### src/rtl/platform_spawner_if.sv
// Platform hand-off channel: registered head x plus valid/ready.
// master = spawner side, slave = game/platform consumer side.
interface platform_spawner_if;
  logic [9:0] plat_x;
  logic       plat_valid;
  logic       plat_ready;

  modport master (
    output plat_x,
    output plat_valid,
    input  plat_ready
  );

  modport slave (
    input  plat_x,
    input  plat_valid,
    output plat_ready
  );
endinterface

### src/rtl/platform_spawner.sv
// Filters LFSR samples into platform x positions and queues them.
// Optional PLAT_STATS_EN adds a saturating reject_total counter.
module platform_spawner #(
  parameter int X_MIN      = 20,
  parameter int X_RANGE    = 440,
  parameter int MIN_GAP    = 64,
  parameter int MAX_REJECT = 7,
  parameter int DEPTH      = 4
) (
  input  logic        Clk,
  input  logic        Reset_n,
  input  logic [8:0]  rnd,
  input  logic        rnd_valid,
  input  logic        flush,
  platform_spawner_if.master plat,
  output logic [2:0]  fifo_count
`ifdef PLAT_STATS_EN
  ,
  output logic [15:0] reject_total
`endif
);

  localparam int AW = $clog2(DEPTH);
  localparam int RW = $clog2(MAX_REJECT + 1);
  localparam logic [9:0] X_MID = 10'(X_MIN + X_RANGE / 2);
  localparam logic [9:0] X_TOP = 10'(X_MIN + X_RANGE - 1);

  typedef enum logic {S_WAIT, S_CHECK} state_t;

  state_t      r_state, w_state_n;
  logic [8:0]  r_cand;
  logic [9:0]  r_last_x;
  logic [RW-1:0] r_rej;
  logic [9:0]  r_mem [DEPTH];
  logic [AW-1:0] r_wr, r_rd;
  logic [2:0]  r_count;

  logic [9:0]  w_x, w_diff, w_fx_hi, w_fx, w_push_x;
  logic        w_in_range, w_ok, w_force;
  logic        w_full, w_pop, w_room, w_push, w_rej_evt;

  assign w_x        = {1'b0, r_cand} + 10'(X_MIN);
  assign w_in_range = {1'b0, r_cand} < 10'(X_RANGE);
  assign w_diff     = (w_x >= r_last_x) ? w_x - r_last_x
                                        : r_last_x - w_x;
  assign w_ok       = w_in_range && (w_diff >= 10'(MIN_GAP));
  assign w_force    = !w_ok && (r_rej == RW'(MAX_REJECT));
  assign w_fx_hi    = r_last_x + 10'(MIN_GAP);
  assign w_fx       = (w_fx_hi <= X_TOP) ? w_fx_hi
                                         : r_last_x - 10'(MIN_GAP);

  assign w_full = (r_count == 3'(DEPTH));
  assign w_pop  = plat.plat_valid && plat.plat_ready;
  assign w_room = !w_full || w_pop;

  assign plat.plat_x     = r_mem[r_rd];
  assign plat.plat_valid = (r_count != 3'd0);
  assign fifo_count      = r_count;

  // Next state, push decision and reject event for the candidate
  always_comb begin
    w_state_n = r_state;
    w_push    = 1'b0;
    w_push_x  = w_x;
    w_rej_evt = 1'b0;
    unique case (r_state)
      S_WAIT: begin
        if (rnd_valid) w_state_n = S_CHECK;
      end
      S_CHECK: begin
        if (w_ok || w_force) begin
          if (w_room) begin
            w_push    = 1'b1;
            w_push_x  = w_ok ? w_x : w_fx;
            w_state_n = S_WAIT;
          end
        end else begin
          w_state_n = S_WAIT;
        end
        w_rej_evt = !w_ok && (!w_force || w_room);
      end
      default: w_state_n = S_WAIT;
    endcase
  end

  // FSM state, candidate capture, last x and reject run length
  always_ff @(posedge Clk or negedge Reset_n) begin
    if (!Reset_n) begin
      r_state  <= S_WAIT;
      r_cand   <= '0;
      r_last_x <= X_MID;
      r_rej    <= '0;
    end else if (flush) begin
      r_state <= S_WAIT;
      r_rej   <= '0;
    end else begin
      r_state <= w_state_n;
      if (r_state == S_WAIT && rnd_valid) r_cand <= rnd;
      if (w_push) begin
        r_last_x <= w_push_x;
        r_rej    <= '0;
      end else if (r_state == S_CHECK && !w_ok && !w_force) begin
        r_rej <= r_rej + 1'b1;
      end
    end
  end

  // Platform FIFO: flush beats push/pop, pop gated by non-empty
  always_ff @(posedge Clk or negedge Reset_n) begin
    if (!Reset_n) begin
      r_wr    <= '0;
      r_rd    <= '0;
      r_count <= '0;
      for (int i = 0; i < DEPTH; i++) r_mem[i] <= '0;
    end else if (flush) begin
      r_wr    <= '0;
      r_rd    <= '0;
      r_count <= '0;
    end else begin
      if (w_push) begin
        r_mem[r_wr] <= w_push_x;
        r_wr        <= r_wr + 1'b1;
      end
      if (w_pop) r_rd <= r_rd + 1'b1;
      r_count <= r_count + 3'(w_push) - 3'(w_pop);
    end
  end

`ifdef PLAT_STATS_EN
  logic [15:0] r_rej_total;
  assign reject_total = r_rej_total;

  // Saturating count of rejected samples, survives flush
  always_ff @(posedge Clk or negedge Reset_n) begin
    if (!Reset_n) r_rej_total <= '0;
    else if (w_rej_evt && r_rej_total != 16'hFFFF)
      r_rej_total <= r_rej_total + 16'd1;
  end
`else
  logic w_unused;
  assign w_unused = w_rej_evt;
`endif

endmodule

### src/flat_wrapper.sv
// flat-port wrapper written by rule: the top's interface ports become plain ports
module platform_spawner_flat 
#(
  parameter int X_MIN      = 20,
  parameter int X_RANGE    = 440,
  parameter int MIN_GAP    = 64,
  parameter int MAX_REJECT = 7,
  parameter int DEPTH      = 4
)
  (Clk, Reset_n, rnd, rnd_valid, flush, fifo_count, plat_plat_x, plat_plat_valid, plat_plat_ready);
  platform_spawner_if plat_i ();
  input  logic Clk;
  input  logic Reset_n;
  input  logic [8:0] rnd;
  input  logic rnd_valid;
  input  logic flush;
  output logic [2:0] fifo_count;
  output wire logic [$bits(plat_i.plat_x)-1:0] plat_plat_x;
  output wire logic [$bits(plat_i.plat_valid)-1:0] plat_plat_valid;
  input wire logic [$bits(plat_i.plat_ready)-1:0] plat_plat_ready;
  assign plat_plat_x = plat_i.plat_x;
  assign plat_plat_valid = plat_i.plat_valid;
  assign plat_i.plat_ready = plat_plat_ready;
  platform_spawner #(.X_MIN(X_MIN), .X_RANGE(X_RANGE), .MIN_GAP(MIN_GAP), .MAX_REJECT(MAX_REJECT), .DEPTH(DEPTH)) u_core (.Clk(Clk), .Reset_n(Reset_n), .rnd(rnd), .rnd_valid(rnd_valid), .flush(flush), .plat(plat_i), .fifo_count(fifo_count));
endmodule
### config.mk
export PLATFORM = sky130hd
export DESIGN_NAME = platform_spawner_flat
export DESIGN_NICKNAME = d
export VERILOG_FILES = /design/src/rtl/platform_spawner_if.sv /design/src/rtl/platform_spawner.sv /design/src/flat_wrapper.sv
export SDC_FILE = /design/constraint.sdc
export NUM_CORES = 1
export LEC_CHECK = 0
export CORE_MARGIN = 4
export CORE_UTILIZATION = 69
export DETAILED_ROUTE_END_ITERATION = 16
export DONT_BUFFER_PORTS = 1
export GPL_TIMING_DRIVEN = 0
export MAX_ROUTING_LAYER = met4
export PLACE_DENSITY = 0.85
export REMOVE_ABC_BUFFERS = 1
export SLEW_MARGIN = 40
export SYNTH_ARGS = -nofsm -noshare
export SYNTH_HDL_FRONTEND = slang
export SYNTH_SLANG_ARGS = --single-unit
### constraint.sdc
create_clock -name Clk -period 8.4 [get_ports Clk]
set_input_delay 1.68 -clock Clk [delete_from_list [all_inputs] [get_ports Clk]]
set_output_delay 1.68 -clock Clk [all_outputs]
set_load 0.02 [all_outputs]
=== Word-level counts from Yosys, hierarchy flattened ===
Cells that the tools add are included.

* Bits in registers: 70
* Logic and storage cells: 80

* $add $sub $neg: 10
* Order comparisons: 7
* Equality and inequality tests: 2
* Multiplexer cells: 28
* Bitwise operators: 4
* Reduce and logical (&&, ||, !) cells: 18

{| class="wikitable"
|+ Operators with widths
! operator !! count
|-
| $mux W10 || 9
|-
| $bwmux W40 || 1
|-
| $bmux W10 S2 || 1
|-
| $demux W10 S2 || 1
|-
| $sub A10 B10 Y10 || 2
|-
| $mux W3 || 4
|-
| $add A10 B7 Y10 const B || 1
|-
| $add A9 B5 Y10 const B || 1
|-
| $ge A10 B10 Y1 || 1
|-
| $ge A10 B7 Y1 const B || 1
|-
| $le A10 B9 Y1 const B || 1
|-
| $sub A10 B7 Y10 const B || 1
|-
| $lt A9 B9 Y1 const B || 1
|-
| $mux W2 || 4
|-
| $logic_and A1 B1 Y1 || 7
|-
| $mux W1 || 7
|-
| $eq A3 B3 Y1 const B || 2
|-
| $ge A3 B3 Y1 const B || 2
|-
| $not A2 Y3 || 2
|-
| $reduce_bool A3 Y1 || 2
|-
| $add A2 B1 Y2 const B || 2
|-
| $reduce_and A2 Y1 || 2
|-
| $reduce_bool A2 Y1 || 2
|-
| $add A3 B1 Y3 || 1
|-
| 7 further kinds || 11
|}

=== Depth between registers and ports, before layout ===
* Depth in word-level cells: 13
* Mapped depth: 20

=== Worst setup path before layout ===
OpenSTA, ideal clock, no wires.

* Path kind: register -> register
* Start point: reg u_core.r_cand[2]
* End point: reg u_core.r_count[2] (netlist: u_core.fifo_count[2])
* Library setup time: 132 ps
* Arrival: 3706 ps
* Required time: 8268 ps
* Setup slack: 4562 ps
* Cell stages (with the launch flop): 21
* Buffers on the path: 1
* Cell sequence: dfrtp_1 -> ha_1 -> o2111ai_1 -> xor2_1 -> inv_1 -> ha_1 -> buf_2 -> nand4_1 -> a311oi_1 -> nor3_2 -> nand3_1 -> nor4_4 -> a21oi_4 -> o21bai_1 -> inv_1 -> ha_1 -> inv_1 -> fa_1 -> xor2_1 -> xnor2_1 -> nor2_1

* Longest elaborated chain between the ends: 13
* Elaborated cells between the ends (all ways): 16

{| class="wikitable"
|+ RTL lines
! element !! line !! text
|-
| start: declaration || platform_spawner.sv:31 || <nowiki>logic [8:0] r_cand;</nowiki>
|-
| start signal: assignment || platform_spawner.sv:98 || <nowiki>if (r_state == S_WAIT && rnd_valid) r_cand <= rnd;</nowiki>
|-
| $add A9 B5 Y10 || platform_spawner.sv:42 || <nowiki>assign w_x = {1'b0, r_cand} + 10'(X_MIN);</nowiki>
|-
| $sub A10 B10 Y10 (tied with other cells) || platform_spawner.sv:45 || <nowiki>: r_last_x - w_x;</nowiki>
|-
| $mux W10 || platform_spawner.sv:44 || <nowiki>assign w_diff = (w_x >= r_last_x) ? w_x - r_last_x</nowiki>
|-
| $ge A10 B7 Y1 || platform_spawner.sv:46 || <nowiki>assign w_ok = w_in_range && (w_diff >= 10'(MIN_GAP));</nowiki>
|-
| $logic_and A1 B1 Y1 (*) || platform_spawner.sv:46 ||
|-
| $logic_not A1 Y1 || platform_spawner.sv:47 || <nowiki>assign w_force = !w_ok && (r_rej == RW'(MAX_REJECT));</nowiki>
|-
| $logic_and A1 B1 Y1 || platform_spawner.sv:47 ||
|-
| $logic_or A1 B1 Y1 (*) || platform_spawner.sv:71 || <nowiki>if (w_ok || w_force) begin</nowiki>
|-
| $mux W1 (*) || platform_spawner.sv:71 ||
|-
| $mux W1 (*) || platform_spawner.sv:66 || <nowiki>unique case (r_state)</nowiki>
|-
| $add A3 B1 Y3 (*) || platform_spawner.sv:125 || <nowiki>r_count <= r_count + 3'(w_push) - 3'(w_pop);</nowiki>
|-
| $sub A3 B1 Y3 (*) || platform_spawner.sv:125 ||
|-
| $mux W3 (*) || platform_spawner.sv:115 || <nowiki>end else if (flush) begin</nowiki>
|-
| end signal: assignment || platform_spawner.sv:125 ||
|-
| end: declaration || platform_spawner.sv:36 || <nowiki>logic [2:0] r_count;</nowiki>
|}

Every way passes the cells marked *; elsewhere a longest branch is shown, timed or not.
A chain may end at the register's enable or synchronous reset.

=== Worst setup path in the final report ===
Ends and elaborated chain as after synthesis.

==> impl_results.md <==
- Switching power: 0.000897 W
- Grt ovf: 0
- TritonCTS clock tree: done
- Top FF cell, synth: dfrtp_1
- Avg Inst Size Synth: 11.3 µm²
- Pwr dens: 418 mW/mm²
- Final-report hold violation count: 0
- Met3 Use GR: 0.0605
- Vias: 2992
- Avg WL per Cell: 19.6 µm
- Number of setup buffers added after CTS: 0
- Port Buffers: 0
- Async S/R FF share, synth: 1.00
- Tcrit/Tclk final: 0.546
- Count of different cell masters after synthesis: 53
- DP HPWL: 6760 µm
- GP Congestion: 0.848
- #FFs+latches synth: 70
- Fin Setup TNS: 0 ns
- Clock Skew: 0.0133 ns
- Post-CTS sizing: 0
- WL final: 9180 µm
- Worst Path Buf+Inv: 3
- Layout area overhead: 5.83%
- Drc violations: 0
- Sequential share of power: 0.296
- Required time worst endpoint: 8.64 ns
- Critical Path Source Type: register
- Vias per cell: 6.39
- FF-to-FF End: u_core.fifo_count[2]$_DFF_PN0_
- # rows: 28
- Final WS setup: 3.81 ns
- Leakage: 2.06 nW
- H-tree Lvls: 3
- Slowest Stage Delay on Critical Path: 0.55 ns
- Maximum vdd ir drop: 0.249 mV
- Post-route core utilization: 0.766
- Endpoints failing setup: 0
- FF-to-FF path depth: 19
- Fmax: 218 MHz
- Synthesized netlist cell count: 385
- Longest Clk Path Bufs: 2
- Global-route wire length before repair: 15300 µm
- Multi-input logic area: 0.00246 mm²
- Status: finished, final reports clean
- GRT Overall Usage: 0.273
- DRT antenna net count: 0
- Busiest grt layer: met2
- Number of synthesized flops with an enable pin: 0
- Layout Nets: 435
- Worst hold path type: reg2reg
- Critical Path AT: 4.83 ns
- DP Worst Slack: 3.93 ns
- DIE WIDTH: 87.5 µm
- Slowest CP cell: ha_1
- Final Slew Violations: 0
- Initial antenna violation count: 1
- Clock root buffer: clkbuf_8
- Die height: 87.5 µm
- Worst-path cell chain: ha_1 -> o2111ai_1 -> xor2_1 -> inv_1 -> ha_1 -> nand2_1 -> nor2_1 -> a21oi_1 -> a211oi_1 -> nor4_4 -> a21oi_4 -> o21bai_1 -> inv_1 -> ha_1 -> inv_1 -> fa_1 -> xor2_1 -> xnor2_1 -> nor2_1
- Sequential area share after synthesis: 0.403
- Synthesized area: 0.00436 mm²
- DRT Pass-1 Iters: 5
- YS warnings: 0
- Ports: 28
- Share of cells above drive strength 1: 0.245
- Switching share of power: 0.465
- Clock power frac: 0.123
- Initial core utilization: 0.723
- Crit-path leading delay family: adder cells
- Hold_sp: u_core.r_mem[17]$_DFFE_PN0P_
- Core area: 0.00603 mm²
- Reg clk slew, reported paths: 0.08 ns
- Logic gate share of total power: 0.581
- Hold endpoint: u_core.r_mem[17]$_DFFE_PN0P_
- Max cap viols: 0
- Worst reg-to-reg setup slack: 3.81 ns
- Worst R2R Start: u_core.r_cand[2]$_DFFE_PN0P_
- Met2 GRT Util: 0.457
- Critical path class: reg2reg
- Worst-Skew Late Latency: 0.35 ns
- Slew headroom: 0.449
- Worst slew pin tran: 0.822 ns
- Drt initial violations: 208
- Fill count: 370
- CTS hold repair buffers: 0
- Final min period: 4.59 ns
- Sink Count: 70
- Pin count of the biggest net entering global routing: 71
- Num CTS Buffers: 9
- Register area: 0.00176 mm²
- Number of global-route vias before repair: 3099
- DIE AREA: 0.00765 mm²
- Setup crit end kind: register
- Hold path depth: 1
- Global routing usage on met1: 0.323
- Worst-path maximum fanout: 13
- P_int: 0.00103 W
- RSZ-0062 raised after global routing: false
-- power groups by stage --
stage          logic, W  clock network, W  registers, W
6_report        0.00112          0.000237      0.000571
5_1_grt         0.00123          0.000254      0.000586
4_1_cts         0.00112          0.000240      0.000567
3_5_place_dp    0.00110                 0      0.000572
3_3_place_gp    0.00104                 0      0.000558
2_1_floorplan  0.000902                 0      0.000537
-- layer usage --
metal	wire length, µm	vias up
met5	0	-
met4	257	0
met3	510	27
met2	4660	89
met1	3750	1493
li1	-	1383
-- sequential cells by signal, indices dropped and copies added, names as in the netlist --
signal,count
u_core.r_state,1
u_core.r_last_x,10
u_core.r_rd,2
u_core.r_wr,2
u_core.r_cand,9
u_core.r_mem,40
u_core.fifo_count,3
u_core.r_rej,3
-- synthesized netlist by cell type, drive strengths merged, types with 2 or more instances --
| cell type | instances | share of area |
|---|---|---|
| nand3 | 11 | 0.013 |
| nor4 | 2 | 0.0098 |
| a211o | 2 | 0.0040 |
| a21o | 3 | 0.0052 |
| ha | 31 | 0.089 |
| xor2 | 4 | 0.0080 |
| inv | 32 | 0.028 |
| nand4 | 3 | 0.0043 |
| nor3b | 3 | 0.0063 |
| fa | 3 | 0.014 |
| buf | 7 | 0.0083 |
| nand2 | 21 | 0.018 |
| nor2b | 4 | 0.0057 |
| mux2i | 13 | 0.031 |
| mux2 | 49 | 0.13 |
| dfrtp | 66 | 0.38 |
| clkbuf | 4 | 0.0034 |
| a31oi | 2 | 0.0029 |
| a211oi | 5 | 0.011 |
| o211ai | 5 | 0.013 |
| nand3b | 3 | 0.0052 |
| nor2 | 23 | 0.020 |
| o21ai | 19 | 0.022 |
| nor3 | 5 | 0.0080 |
| a21oi | 18 | 0.023 |
| mux4 | 10 | 0.052 |
| xnor2 | 14 | 0.028 |
| dfstp | 4 | 0.024 |
| o21bai | 3 | 0.0052 |
| o21a | 2 | 0.0034 |
-- cells by family after synthesis --
kind of cell	synth area share
and+or+nand+nor	0.100
muxes	0.209
DFF	0.403
AOI/OAI and AO/OA	0.110
buffers and inverters	0.0393
adders and majority gates	0.103
xor gates and xnor gates	0.0362
-- cell usage in the layout (no fill, tap or decap), types with 3 or more instances in the layout --
| master | synthesis | routed |
|---|---|---|
| xor2_1 | 4 | 4 |
| nor2b_1 | 4 | 4 |
| o21bai_1 | 3 | 3 |
| dfstp_2 | 4 | 4 |
| clkbuf_8 | 0 | 10 |
| xnor2_1 | 14 | 14 |
| o21ai_0 | 15 | 15 |
| nor3_1 | 3 | 3 |
| clkbuf_1 | 4 | 3 |
| mux4_2 | 10 | 10 |
| mux2i_1 | 12 | 12 |
| o211ai_2 | 4 | 4 |
| nor2_1 | 23 | 23 |
| nand3_1 | 11 | 11 |
| a21oi_1 | 17 | 17 |
| fa_1 | 3 | 3 |
| nand3b_1 | 3 | 3 |
| mux2_2 | 49 | 49 |
| a211oi_1 | 3 | 3 |
| nand4_1 | 3 | 3 |
| a21o_1 | 3 | 3 |
| inv_1 | 32 | 32 |
| dfrtp_1 | 66 | 66 |
| ha_1 | 31 | 31 |
| nand2_1 | 21 | 21 |
| o21ai_1 | 4 | 4 |
-- worst max path at each step --
| stage | endpoint | depth (start not counted) | startpoint | slack, ns |
|---|---|---|---|---|
| finish | u_core.fifo_count[2]$_DFF_PN0_ | 19 | u_core.r_cand[2]$_DFFE_PN0P_ | 3.81 |
| global route | u_core.fifo_count[2]$_DFF_PN0_ | 19 | u_core.r_cand[2]$_DFFE_PN0P_ | 3.51 |
| CTS | u_core.fifo_count[2]$_DFF_PN0_ | 19 | u_core.r_cand[2]$_DFFE_PN0P_ | 3.85 |
| detailed placement | u_core.fifo_count[2]$_DFF_PN0_ | 19 | u_core.r_cand[2]$_DFFE_PN0P_ | 3.93 |
| global placement | u_core.r_last_x[1]$_DFFE_PN0P_ | 12 | u_core.r_cand[2]$_DFFE_PN0P_ | 3.23 |
| floorplan | u_core.r_last_x[2]$_DFFE_PN0P_ | 12 | u_core.r_cand[2]$_DFFE_PN0P_ | 4.20 |
-- metrics by stage --
stage | power (W) | area (µm²) | std cells | hold slack, ns
3_5_place_dp | 0.00167 | 4440 | 451 | 0.493
4_1_cts | 0.00192 | 4610 | 467 | 0.504
5_1_grt | 0.00207 | 4610 | 468 | 0.526
3_3_place_gp | 0.00160 | 4400 | 449 | 0.481
2_1_floorplan | 0.00144 | 4310 | 374 | 0.474
6_report | 0.00193 | 4610 | 468 | 0.503
-- cell type report --
type | count | share of cell area
Clock inverter | 3 | 0.00434
Clock buffer | 13 | 0.0323
Multi-Input combinational cell | 272 | 0.532
Sequential cell | 70 | 0.381
Tap cell | 75 | 0.0203
Timing Repair Buffer | 2 | 0.00325
Inverter | 32 | 0.0260
Antenna cell | 1 | 0.000542
Power figures use the tool's default switching activity.
